[config.mk]
export PLATFORM = sky130hd
export DESIGN_NAME = uart_tx_arbiter
export DESIGN_NICKNAME = d
export VERILOG_FILES = /design/src/rtl/uart_ctrl_pkg.sv /design/src/rtl/rr_picker.sv /design/src/rtl/uart_tx_arbiter.sv
export SDC_FILE = /design/constraint.sdc
export NUM_CORES = 1
export LEC_CHECK = 0
export ABC_AREA = 1
export BUFFER_PORTS_ARGS = -buffer_cell sky130_fd_sc_hd__buf_4
export CAP_MARGIN = 10
export CORE_ASPECT_RATIO = 0.6
export CORE_MARGIN = 2
export CORE_UTILIZATION = 30
export DETAILED_ROUTE_END_ITERATION = 12
export GPL_TIMING_DRIVEN = 0
export HOLD_SLACK_MARGIN = 0.12
export PLACE_DENSITY = 0.51
export SYNTH_ARGS = -nofsm -noshare
export SYNTH_HDL_FRONTEND = slang
export SYNTH_SLANG_ARGS = --single-unit
[constraint.sdc]
create_clock -name clk -period 4.6 [get_ports clk]
set_input_delay 0.46 -clock clk [delete_from_list [all_inputs] [get_ports clk]]
set_output_delay 0.46 -clock clk [all_outputs]
set_load 0.005 [all_outputs]
[src/rtl/uart_ctrl_pkg.sv]
// uart_ctrl_pkg: shared UART clocking constants, arbiter state encoding and helpers
package uart_ctrl_pkg;
    localparam int FREQ = 27000000;
    localparam int BAUD = 115200;
    localparam int CLKS = FREQ / BAUD;
    typedef enum logic [2:0] {IDLE, START, WAIT_BUSY, WAIT_DONE, GAP} arb_state_t;
    function automatic int max2(input int a, input int b);
        return a > b ? a : b;
    endfunction
endpackage

[src/rtl/rr_picker.sv]
// rr_picker: combinational round-robin priority encoder starting after the last winner
module rr_picker #(
    parameter int N = 4,
    localparam int IW = $clog2(N)
) (
    input  logic [N-1:0]  req_i,
    input  logic [IW-1:0] last_i,
    output logic [N-1:0]  gnt_o,
    output logic [IW-1:0] idx_o,
    output logic          any_o
);
    logic [IW-1:0] j;
    // scan from farthest to nearest so the nearest set bit after last_i overrides
    always_comb begin
        gnt_o = '0;
        idx_o = '0;
        j = '0;
        for (int k = N; k >= 1; k--) begin
            j = IW'((int'(last_i) + k) % N);
            if (req_i[j]) begin
                gnt_o = '0;
                gnt_o[j] = 1'b1;
                idx_o = j;
            end
        end
    end
    assign any_o = |req_i;
endmodule

[src/rtl/uart_tx_arbiter.sv]
// uart_tx_arbiter: round-robin sharing of one UART serializer with busy tracking and inter-frame gap
module uart_tx_arbiter
    import uart_ctrl_pkg::*;
#(
    parameter int N_REQ    = 4,
    parameter int DATA_W   = 8,
    parameter int GAP_CLKS = 0,
    parameter int BUSY_TMO = 4
) (
    input  logic                       clk,
    input  logic                       rst,
    input  logic [N_REQ-1:0]           req_valid_i,
    input  logic [N_REQ*DATA_W-1:0]    req_data_i,
    output logic [N_REQ-1:0]           req_ready_o,
    output logic [DATA_W-1:0]          tx_data_o,
    output logic                       tx_start_o,
    input  logic                       tx_busy_i,
    output logic [$clog2(N_REQ)-1:0]   grant_id_o,
    output logic                       active_o,
    output logic                       err_tmo_o
);
    localparam int IW = $clog2(N_REQ);
    localparam int CW = $clog2(max2(max2(GAP_CLKS, BUSY_TMO), 1) + 1);

    arb_state_t        state_q, state_d;
    logic [IW-1:0]     last_q, last_d, grant_id_q, grant_id_d, win;
    logic [CW-1:0]     cnt_q, cnt_d;
    logic [DATA_W-1:0] tx_data_q, tx_data_d;
    logic              tx_start_q, tx_start_d, err_q, err_d, any;
    logic [N_REQ-1:0]  gnt;

    rr_picker #(.N(N_REQ)) u_pick (
        .req_i  (req_valid_i),
        .last_i (last_q),
        .gnt_o  (gnt),
        .idx_o  (win),
        .any_o  (any)
    );

    // next state: grant only in IDLE, then strobe, wait for busy, wait for done, optional gap
    always_comb begin
        state_d     = state_q;
        last_d      = last_q;
        cnt_d       = cnt_q;
        tx_data_d   = tx_data_q;
        grant_id_d  = grant_id_q;
        err_d       = err_q;
        tx_start_d  = 1'b0;
        req_ready_o = '0;
        case (state_q)
            IDLE: begin
                req_ready_o = gnt;
                if (any) begin
                    state_d    = START;
                    last_d     = win;
                    grant_id_d = win;
                    tx_data_d  = req_data_i[win*DATA_W +: DATA_W];
                    tx_start_d = 1'b1;
                end
            end
            START: begin
                state_d = WAIT_BUSY;
                cnt_d   = '0;
            end
            WAIT_BUSY: begin
                if (tx_busy_i) begin
                    state_d = WAIT_DONE;
                end else begin
                    cnt_d = cnt_q + 1'b1;
                    if (cnt_q == CW'(BUSY_TMO - 1)) begin
                        err_d   = 1'b1;
                        state_d = IDLE;
                    end
                end
            end
            WAIT_DONE: begin
                if (!tx_busy_i) begin
                    state_d = GAP_CLKS > 0 ? GAP : IDLE;
                    cnt_d   = '0;
                end
            end
            GAP: begin
                if (cnt_q == CW'(GAP_CLKS - 1)) state_d = IDLE;
                else cnt_d = cnt_q + 1'b1;
            end
            default: state_d = IDLE;
        endcase
    end

    // state and output registers; async active-low reset restores requester 0 priority
    always_ff @(posedge clk or negedge rst) begin
        if (!rst) begin
            state_q    <= IDLE;
            last_q     <= IW'(N_REQ - 1);
            cnt_q      <= '0;
            tx_data_q  <= '0;
            grant_id_q <= '0;
            tx_start_q <= 1'b0;
            err_q      <= 1'b0;
        end else begin
            state_q    <= state_d;
            last_q     <= last_d;
            cnt_q      <= cnt_d;
            tx_data_q  <= tx_data_d;
            grant_id_q <= grant_id_d;
            tx_start_q <= tx_start_d;
            err_q      <= err_d;
        end
    end

    assign tx_data_o  = tx_data_q;
    assign tx_start_o = tx_start_q;
    assign grant_id_o = grant_id_q;
    assign err_tmo_o  = err_q;
    assign active_o   = state_q != IDLE;
endmodule

==> results list, run 1 <==
- Final min period: 2.89 ns
- Portion of synthesized cell area occupied by the leading cell type: 25.2%
* Cell Count, Final, Fillers Out: 374
- In this run the vertical extent of the chip is 62.1 um.
- For this run, the number of Yosys warnings is 0.
- Number of global-route vias before repair: 1,508
* Met3 demand-to-capacity share in global routing: 3.04%
- Summing the areas of all xor and xnor instances in the mapped netlist gives 0% of the synthesized area.
- Global-route wire length before repair: 7200 um
- The clock passes through at most 2 buffers.
- Unrepaired setup endpoints after global routing: no
* Total global routing overflow: 0
- The cell sitting at the root of the clock tree is a sky130_fd_sc_hd__clkbuf_8.
* Required arrival time at the worst endpoint: 4.14 ns
* Cell variety after synth: 27
* Type of destination of the critical path: output port
* Clk sink count: 19
- Average via count per standard cell: 4.31
* Register Area: 478 sq um
- Antenna Cells: 0
- Synthesis produced 245 cells.
- 56 I/O pins were placed.
* Hold violation total from the final report: 0
* Share of the clock period used by the worst path: 62.9%
- Initial standard-cell utilization of the core: 30.8%
- Cells along the critical path: inv_4 -> ha_1 -> inv_1 -> nand3_1 -> nand2_4 -> nand2_4 -> inv_1 -> nand2_1 -> o211ai_1 -> o21ai_0 -> a21oi_1 -> buf_4
- The worst setup path is launched from a flop.
* Part of the Yosys area used for sequential elements: 28.3%
- At the pin with the least slew margin, the transition time is 0.440 ns.
- For this run, the post-layout net count is 353.
* Count of fill cells added during filler insertion: 608
- Post-synthesis share of cell area spent on and, or, nand and nor gates: 42.3%
* Arithmetic-cell share of the synthesized area counting full adders, half adders and majority gates: 5.93%
- After clock tree synthesis, the flow added hold-fix buffers numbering 1.
* Remaining number of nets flagged by the antenna check after routing: 0
* Layout cells sized above 1: 32.5%
- The run finished with clean final reports.
- Across every metal layer, demand over resource in global routing totals 14.4%.
- Clock skew on the completed layout was measured at 0.00235 ns.
- Clock latency on the worst-skew pair, taken at its later pin, is 0.25 ns.
* Total CTS buffers: 3
* Multiplexer share of the synthesized area: 0%
* Number of antenna violations at the first check in global routing: 0
- Prior to clock tree synthesis, the placed netlist has a worst setup slack of 1.98 ns.
* GR peak layer: met1
* CTS H-tree depth: 1
- After synthesis, the largest family of logic cells by area is simple AND/OR/NAND/NOR gates.
* Final design utilization: 40.9%
* Global-route met1 utilization: 23.9%
- Dividing total power by cell area gives a power density of 791 mW/mm^2.
* Routed length per instance: 11.5 um
- Area of the core region: 0.00549 sq mm
- Counting flops and latches in the post-synthesis netlist gives 19.
* Total DRC errors in the routed layout: 0
- At the worst endpoint, the arrival time is 2.43 ns.
- Entering global routing, the biggest net connects 20 pins.
- Total Negative Setup Slacks: 0 ns
- Rows: 21
* Mapped Nets: 292
- Setup violations remaining at the end of the flow were counted as 0.
- The min-delay analysis places its worst path in the category input port to flop.
* Final design area excluding fillers: 0.00224 sq mm
* Leak Pwr: 1.29 nW
* CTS tree: done
- Summing the areas of all compound-gate instances in the mapped netlist gives 8.30% of the synthesized area.
* Peak clock frequency supported by timing: 346 MHz
- Once placement finished, the instance area stood at 0.00219 sq mm.
* DIE AREA: 0.00627 sq mm
* Port Buffers: 55
- The largest single stage delay on the critical path is 0.63 ns.
- The worst setup path is of the flop to output port kind.
- The number of max-slew violations in the final report was 0.
- The worst-case IR drop observed on VDD is 0.000223 V.
* Count of buffers added by post-CTS timing repair for setup: 0
- The first detailed-routing pass took 4 iterations.
- HPWL Detailed: 3510 um
- RD Place Congestion: 0.801
* Avg Inst Size Synth: 6.89 sq um
- Count of maximum capacitance violations: 0
- The largest total area in the synthesized netlist belongs to sky130_fd_sc_hd__dfrtp_1.
- Die span in x: 101 um
- Detailed routing inserted a total of 1,613 vias.
- Slowest library cell on the worst path: sky130_fd_sc_hd__dfstp_2
- After the first detailed-routing iteration, the DRC count stood at 58.
* Post-synth design cell area: 0.00169 sq mm
* Area growth syn-to-layout: 32.8%
- Crit path max fanout: 11
* Global-route track usage on met2: 18.6%
- Remaining max-slew budget at the tightest pin: 70.7%
- Most area-consuming cells after synthesis: sky130_fd_sc_hd__dfrtp_1 25%, sky130_fd_sc_hd__nand2_1 14%, sky130_fd_sc_hd__nand3_1 11%, sky130_fd_sc_hd__inv_1 11%, sky130_fd_sc_hd__nand2_2 6.7%
- Least setup slack across all paths after layout: 1.71 ns
* Post-cts gate resize count: 0
- DRT Wirelength: 4300 um
* Area of the multi-input gates: 955 sq um
* Placed Instances: 369
* Clock slew seen by the registers of the worst setup and hold paths: 0.07 ns
[routing by layer]
metal / share of wire, % / wire length, um / up-vias
met4: 0.21 / 9 / 0
met1: 59 / 2530 / 693
li1: - / - / 877
met2: 37 / 1590 / 41
met5: 0 / 0 / -
met3: 4.0 / 173 / 2
[worst max-delay path: cells and delay by family, from the launching register on]
family	cells	cell delay (ns)
buf+inv	4	0.44
flops	1	0.63
fa+ha+maj	1	0.39
simple gates	4	0.40
compound gates	3	0.33
[sequential cells by signal, summed over array words and instances, names as in the netlist]
| name | cells |
|---|---|
| cnt_q | 3 |
| err_tmo_o | 1 |
| grant_id_o | 2 |
| last_q | 2 |
| state_q | 2 |
| tx_data_o | 8 |
| tx_start_o | 1 |
[area by class of cell]
cell class	instances	area share, %
inverter	52	9.04
clock buffer	4	2.01
timing repair buffer	56	18.9
tap	69	3.85
sequential	19	21.3
multi-input combinational	169	42.6
buffer	5	2.40
[path summary, 6_finish.rpt]
path,startpoint,end,slack (ns),cells after the start
setup / recovery,last_q[0]$_DFFE_PN1P_,req_ready_o[0],1.71,12
hold / removal,tx_busy_i,state_q[0]$_DFFE_PN0P_,0.45,3
setup reg to reg,last_q[1]$_DFFE_PN1P_,tx_data_o[5]$_DFFE_PN0P_,2.14,14
hold reg to reg,err_tmo_o$_DFFE_PN0P_,err_tmo_o$_DFFE_PN0P_,0.46,1
max in group asynchronous,rst,last_q[0]$_DFFE_PN1P_,3.72,2
min in group asynchronous,rst,grant_id_o[1]$_DFFE_PN0P_,0.61,2
[cells by family after synthesis]
| group | after synthesis |
|---|---|
| AOI/OAI and AO/OA | 22 |
| adders and majority gates | 8 |
| buffers and inverters | 57 |
| DFF | 19 |
| and+or+nand+nor | 139 |
[synthesized netlist by cell type]
library cell / n
sky130_fd_sc_hd__nand2_4: 6
sky130_fd_sc_hd__a21oi_1: 5
sky130_fd_sc_hd__o21ai_0: 9
sky130_fd_sc_hd__nand2_1: 65
sky130_fd_sc_hd__ha_1: 8
sky130_fd_sc_hd__a21o_1: 1
sky130_fd_sc_hd__buf_6: 2
sky130_fd_sc_hd__nand3_1: 37
sky130_fd_sc_hd__inv_4: 1
sky130_fd_sc_hd__clkbuf_1: 1
sky130_fd_sc_hd__inv_2: 2
sky130_fd_sc_hd__inv_1: 48
sky130_fd_sc_hd__nand2_2: 18
sky130_fd_sc_hd__buf_4: 1
sky130_fd_sc_hd__o32ai_1: 1
sky130_fd_sc_hd__nor2_1: 6
sky130_fd_sc_hd__nor4_1: 1
sky130_fd_sc_hd__o21a_1: 1
sky130_fd_sc_hd__buf_12: 1
sky130_fd_sc_hd__dfrtp_1: 17
sky130_fd_sc_hd__nand2_8: 2
sky130_fd_sc_hd__o21ai_4: 1
sky130_fd_sc_hd__clkinv_4: 1
sky130_fd_sc_hd__nor2_2: 1
sky130_fd_sc_hd__dfstp_2: 2
sky130_fd_sc_hd__nand3_2: 3
sky130_fd_sc_hd__o211ai_1: 4
[cells in the final DEF, fill, tap and decap left out, types with 3 or more instances in the layout]
master,n
sky130_fd_sc_hd__dfrtp_1,17
sky130_fd_sc_hd__nand2_4,6
sky130_fd_sc_hd__o211ai_1,4
sky130_fd_sc_hd__inv_1,48
sky130_fd_sc_hd__clkbuf_8,3
sky130_fd_sc_hd__nand2_2,18
sky130_fd_sc_hd__buf_4,56
sky130_fd_sc_hd__nand2_1,65
sky130_fd_sc_hd__a21oi_1,5
sky130_fd_sc_hd__nand3_1,37
sky130_fd_sc_hd__nor2_1,6
sky130_fd_sc_hd__ha_1,8
sky130_fd_sc_hd__nand3_2,3
sky130_fd_sc_hd__o21ai_0,9
[report_power, final]
group	leakage, nW	internal, mW	switching, mW
clock	0.0228	0.0614	0.0500
sequential	0.232	0.253	0.0623
combinational	1.03	0.529	0.819
total	1.29	0.844	0.931
[metrics by stage]
stage	hold WS (ns)	power, mW
after floorplan	0.164	1.29
after global placement	0.348	1.66
after detailed placement	0.345	1.67
after CTS	0.444	1.79
after global routing	0.463	1.97
final	0.451	1.77
(Power assumes the default switching activity.)
==> run 2: changes to the inputs <==
--- a/config.mk
+++ b/config.mk
@@ -5,7 +5,7 @@
 export SDC_FILE = /design/constraint.sdc
 export NUM_CORES = 1
 export LEC_CHECK = 0
-export ABC_AREA = 1
+export ABC_AREA = 0
 export BUFFER_PORTS_ARGS = -buffer_cell sky130_fd_sc_hd__buf_4
 export CAP_MARGIN = 10
 export CORE_ASPECT_RATIO = 0.6
==> constraint.sdc (replaced) <==
create_clock -name clk -period 2.8 [get_ports clk]
set_input_delay 0.28 -clock clk [delete_from_list [all_inputs] [get_ports clk]]
set_output_delay 0.28 -clock clk [all_outputs]
set_load 0.005 [all_outputs]
==> results list, run 2 <==
* Result of the run: completed
- The critical path in this run is classified as flop to output port.
* Remaining max-slew budget at the tightest pin: 52.4%
* Cell Count, Final, Fillers Out: 311
* Average via count per standard cell: 5.25
* Placed Instances: 297
- Required arrival time at the worst endpoint: 2.52 ns
* Highest-count cells in the layout ignoring fill and taps: 66 x sky130_fd_sc_hd__buf_4, 19 x sky130_fd_sc_hd__nor2_1, 17 x sky130_fd_sc_hd__dfrtp_1, 15 x sky130_fd_sc_hd__nand2_1, 12 x sky130_fd_sc_hd__a21oi_1
- Share of the clock period used by the worst path: 97.3%
- Mapped Nets: 221
- Maximum VDD drop: 0.000327 V
- Summed over all cells, the static leakage comes to 1.04 nW.
- Along the worst path, the maximum fanout reaches 4.
- Type of destination of the critical path: output port
* Dominant register cell in the synthesized netlist: sky130_fd_sc_hd__dfrtp_1
* Count of yosys warnings during synthesis: 0
* Area growth syn-to-layout: 39.5%
- Setup violations remaining at the end of the flow were counted as 0.
- Critical Path Start Type: flop
- Layout Nets: 290
* Number of global-route vias before repair: 1,596
- The internal portion of the total power is 1.41 mW.
* Layout cells sized above 1: 46.7%
- Clock latency on the worst-skew pair: 0.25 ns
- In the final timing run, aggregate negative setup slack is 0 ns.
* Cell variety after synth: 46
- In this run the mean area of a mapped cell was 9.69 sq um.
* Final design utilization: 42.8%
* Routed length per instance: 15.7 um
* Port Buffers: 54
* Fin Hold WS: 0.285 ns
- Cell at the root of the clock tree: sky130_fd_sc_hd__clkbuf_8
- In this run, the clock network consumes 7.3% of the power.
* Slew at the pin closest to its max-slew limit: 0.712 ns
- Part of the Yosys area used for sequential elements: 28.3%
- After synthesis, the cell types taking the most area are sky130_fd_sc_hd__dfrtp_1 25%, sky130_fd_sc_hd__a211oi_2 5.9%, sky130_fd_sc_hd__ha_1 5.9%, sky130_fd_sc_hd__a221oi_2 5.3%, sky130_fd_sc_hd__mux2_1 4.7%.
* Remaining number of nets flagged by the antenna check after routing: 0
- Synthesis produced a netlist whose cell count is 174.
* Arrival time at the worst endpoint: 2.44 ns
- Area leader, netlist: sky130_fd_sc_hd__dfrtp_1
- Register Area: 478 sq um
* Hold violation total from the final report: 0
* Number of enable flip-flop cells after synthesis: 0
- Slew Viols, Final: 0
- Most common cell after layout, fill and taps aside: sky130_fd_sc_hd__buf_4
- The number of antenna violations at the first check in global routing was 0.
* Ports: 56
* Leading cell types by count after synthesis: 19 x sky130_fd_sc_hd__nor2_1, 17 x sky130_fd_sc_hd__dfrtp_1, 15 x sky130_fd_sc_hd__nand2_1
- In this run the power density over the cells is 1100 mW/mm^2.
- Setup repair after global routing could not meet its margin everywhere.
- Summed over its instances, the top area cell type makes up 25.2% of the synthesized netlist area.
- Clock slew seen by the registers of the worst setup and hold paths: 0.07 ns
- Initial standard-cell utilization of the core: 30.7%
- Pin count of the biggest net entering global routing: 20
- Global routing used 16.2% of the available tracks across all layers.
- Origin of the critical flop-to-flop path: last_q[1]$_DFFE_PN1P_
- Number of flip-flops under the largest register name: 8
- Total CTS buffers: 3
* DIE AREA: 0.00626 sq mm
- Longest Clk Path Bufs: 2
- Switching power: 1.18 mW
- Overall power consumption: 2.59 mW
- Timing would allow up to 367 MHz.
- The synthesized design contains 19 register bits.
* DRT Wirelength: 4890 um
- Final min period: 2.72 ns
* Die span in x: 101 um
- Total DRC errors in the routed layout: 0
- Combinational logic burns 72.9% of the power.
- The HPWL after detailed placement is 3720 um.
- Global-route wire length before repair: 7790 um
* Switching share of power: 45.6%
- Area of the core region: 0.00549 sq mm
- Post-synth design cell area: 0.00169 sq mm
* CTS H-tree depth: 1
- Count of fill cells added during filler insertion: 554
* RD Place Congestion: 0.860
* Critical Path Start: last_q[1]$_DFFE_PN1P_
* HP Start: req_data_i[26]
- The number of antenna diodes in the final layout is 0.
- In this run the worst hold path is classified as input port to flop.
- CTS tree: done
- The multi-input combinational cells in the finished layout cover a total of 0.00116 sq mm.
- Clk sink count: 19
- The floorplan has 21 rows.
* Iter 0 DRT Violations: 68
- Sequential fraction of design power: 19.8%
* Dominant cell by count in the synthesized netlist: sky130_fd_sc_hd__nor2_1
- Clock Skews: 0.00104 ns
- The routed layout has 1,633 vias.
* Total global routing overflow: 0
- Before antenna repair, the detailed router went through 4 iterations.
* Proportion of register bits with asynchronous set or reset after synthesis: 100%
* Y dimension of the die: 62.1 um
- The tool flagged a number of max-cap violations equal to 0.
run 2: cell count changes after synthesis, moves of 6 or more:
cell                       delta
sky130_fd_sc_hd__a21oi_1      +7
sky130_fd_sc_hd__a221o_1      +7
sky130_fd_sc_hd__a221oi_1     +6
sky130_fd_sc_hd__a221oi_2     +6
sky130_fd_sc_hd__inv_1       -43
sky130_fd_sc_hd__nand3_1     -36
sky130_fd_sc_hd__a211oi_2     +8
sky130_fd_sc_hd__nand2_4      -6
sky130_fd_sc_hd__nand2_1     -50
sky130_fd_sc_hd__mux2_1       +7
sky130_fd_sc_hd__nor2_1      +13
sky130_fd_sc_hd__nand2_2     -18
run 2: final cells by class:
| class | instances | share of cell area (%) |
|---|---|---|
| repair buffers | 67 | 21.5 |
| clock buffers | 3 | 1.76 |
| flip-flops and latches | 19 | 20.3 |
| clock inverters | 1 | 0.213 |
| multi-input cells | 139 | 49.4 |
| well taps | 69 | 3.67 |
| plain buffers | 6 | 1.70 |
| inverters | 7 | 1.49 |
run 2: path summary, 6_finish.rpt:
path / endpoint / slack [ns] / cells after the start
worst min register to register: err_tmo_o$_DFFE_PN0P_ / 0.48 / 1
worst min-delay path: tx_data_o[2]$_DFFE_PN0P_ / 0.29 / 3
worst max-delay path: req_ready_o[0] / 0.08 / 8
worst max register to register: tx_data_o[6]$_DFFE_PN0P_ / 0.11 / 8
max in group asynchronous: last_q[0]$_DFFE_PN1P_ / 2.11 / 2
min in group asynchronous: cnt_q[0]$_DFFE_PN0P_ / 0.43 / 2
run 2: metrics by stage:
step | instance area, sq um | worst slack [ns]
after detailed placement | 2180 | -0.286
after CTS | 2380 | -0.0722
final | 2350 | 0.0758
after floorplan | 1690 | 0.0410
after global placement | 2180 | -0.270
after global routing | 2350 | -0.0864
run 2: worst max-delay path, cell delays in order (launching register included):
cell	delay, ns
sky130_fd_sc_hd__dfstp_2	0.57
sky130_fd_sc_hd__clkinvlp_4	0.12
sky130_fd_sc_hd__ha_4	0.28
sky130_fd_sc_hd__mux4_2	0.35
sky130_fd_sc_hd__a211oi_4	0.30
sky130_fd_sc_hd__a221oi_2	0.09
sky130_fd_sc_hd__o21bai_1	0.17
sky130_fd_sc_hd__o22ai_1	0.17
sky130_fd_sc_hd__buf_4	0.13
run 2: per-layer routing:
metal	vias to the layer above	GRT usage, %	share of wire (%)
met5	-	0	0
met3	4	5.82	6.7
li1	816	-	-
met1	764	23.2	53
met4	0	2.35	1.1
met2	49	24.1	39
run 2: cells by family (layout without fill, tap and decap cells):
family	after synthesis	after routing	share of synthesized area [%]
AND/OR/NAND/NOR	41	41	10.4
flip-flops	19	19	28.3
AO/OA/AOI/OAI	70	70	35.1
buffers and inverters	16	84	5.41
adder cells (fa/ha/maj)	8	8	5.93
multiplexers	20	20	14.8
run 2: power groups by stage:
stage / Combinational [mW] / Sequential [mW] / Clock, mW
after floorplan: 1.19 / 0.507 / 0
after global placement: 1.67 / 0.521 / 0
after detailed placement: 1.68 / 0.517 / 0
after CTS: 1.95 / 0.505 / 0.194
after global routing: 2.06 / 0.535 / 0.210
final: 1.89 / 0.514 / 0.188
run 2: timing repair:
item,CTS,global route
gates resized for setup,13,4
endpoints found under the hold margin,17,0
pin swaps,4,6
hold buffers,1,0
buffers inserted,11,1
endpoints found under the setup margin,13,12
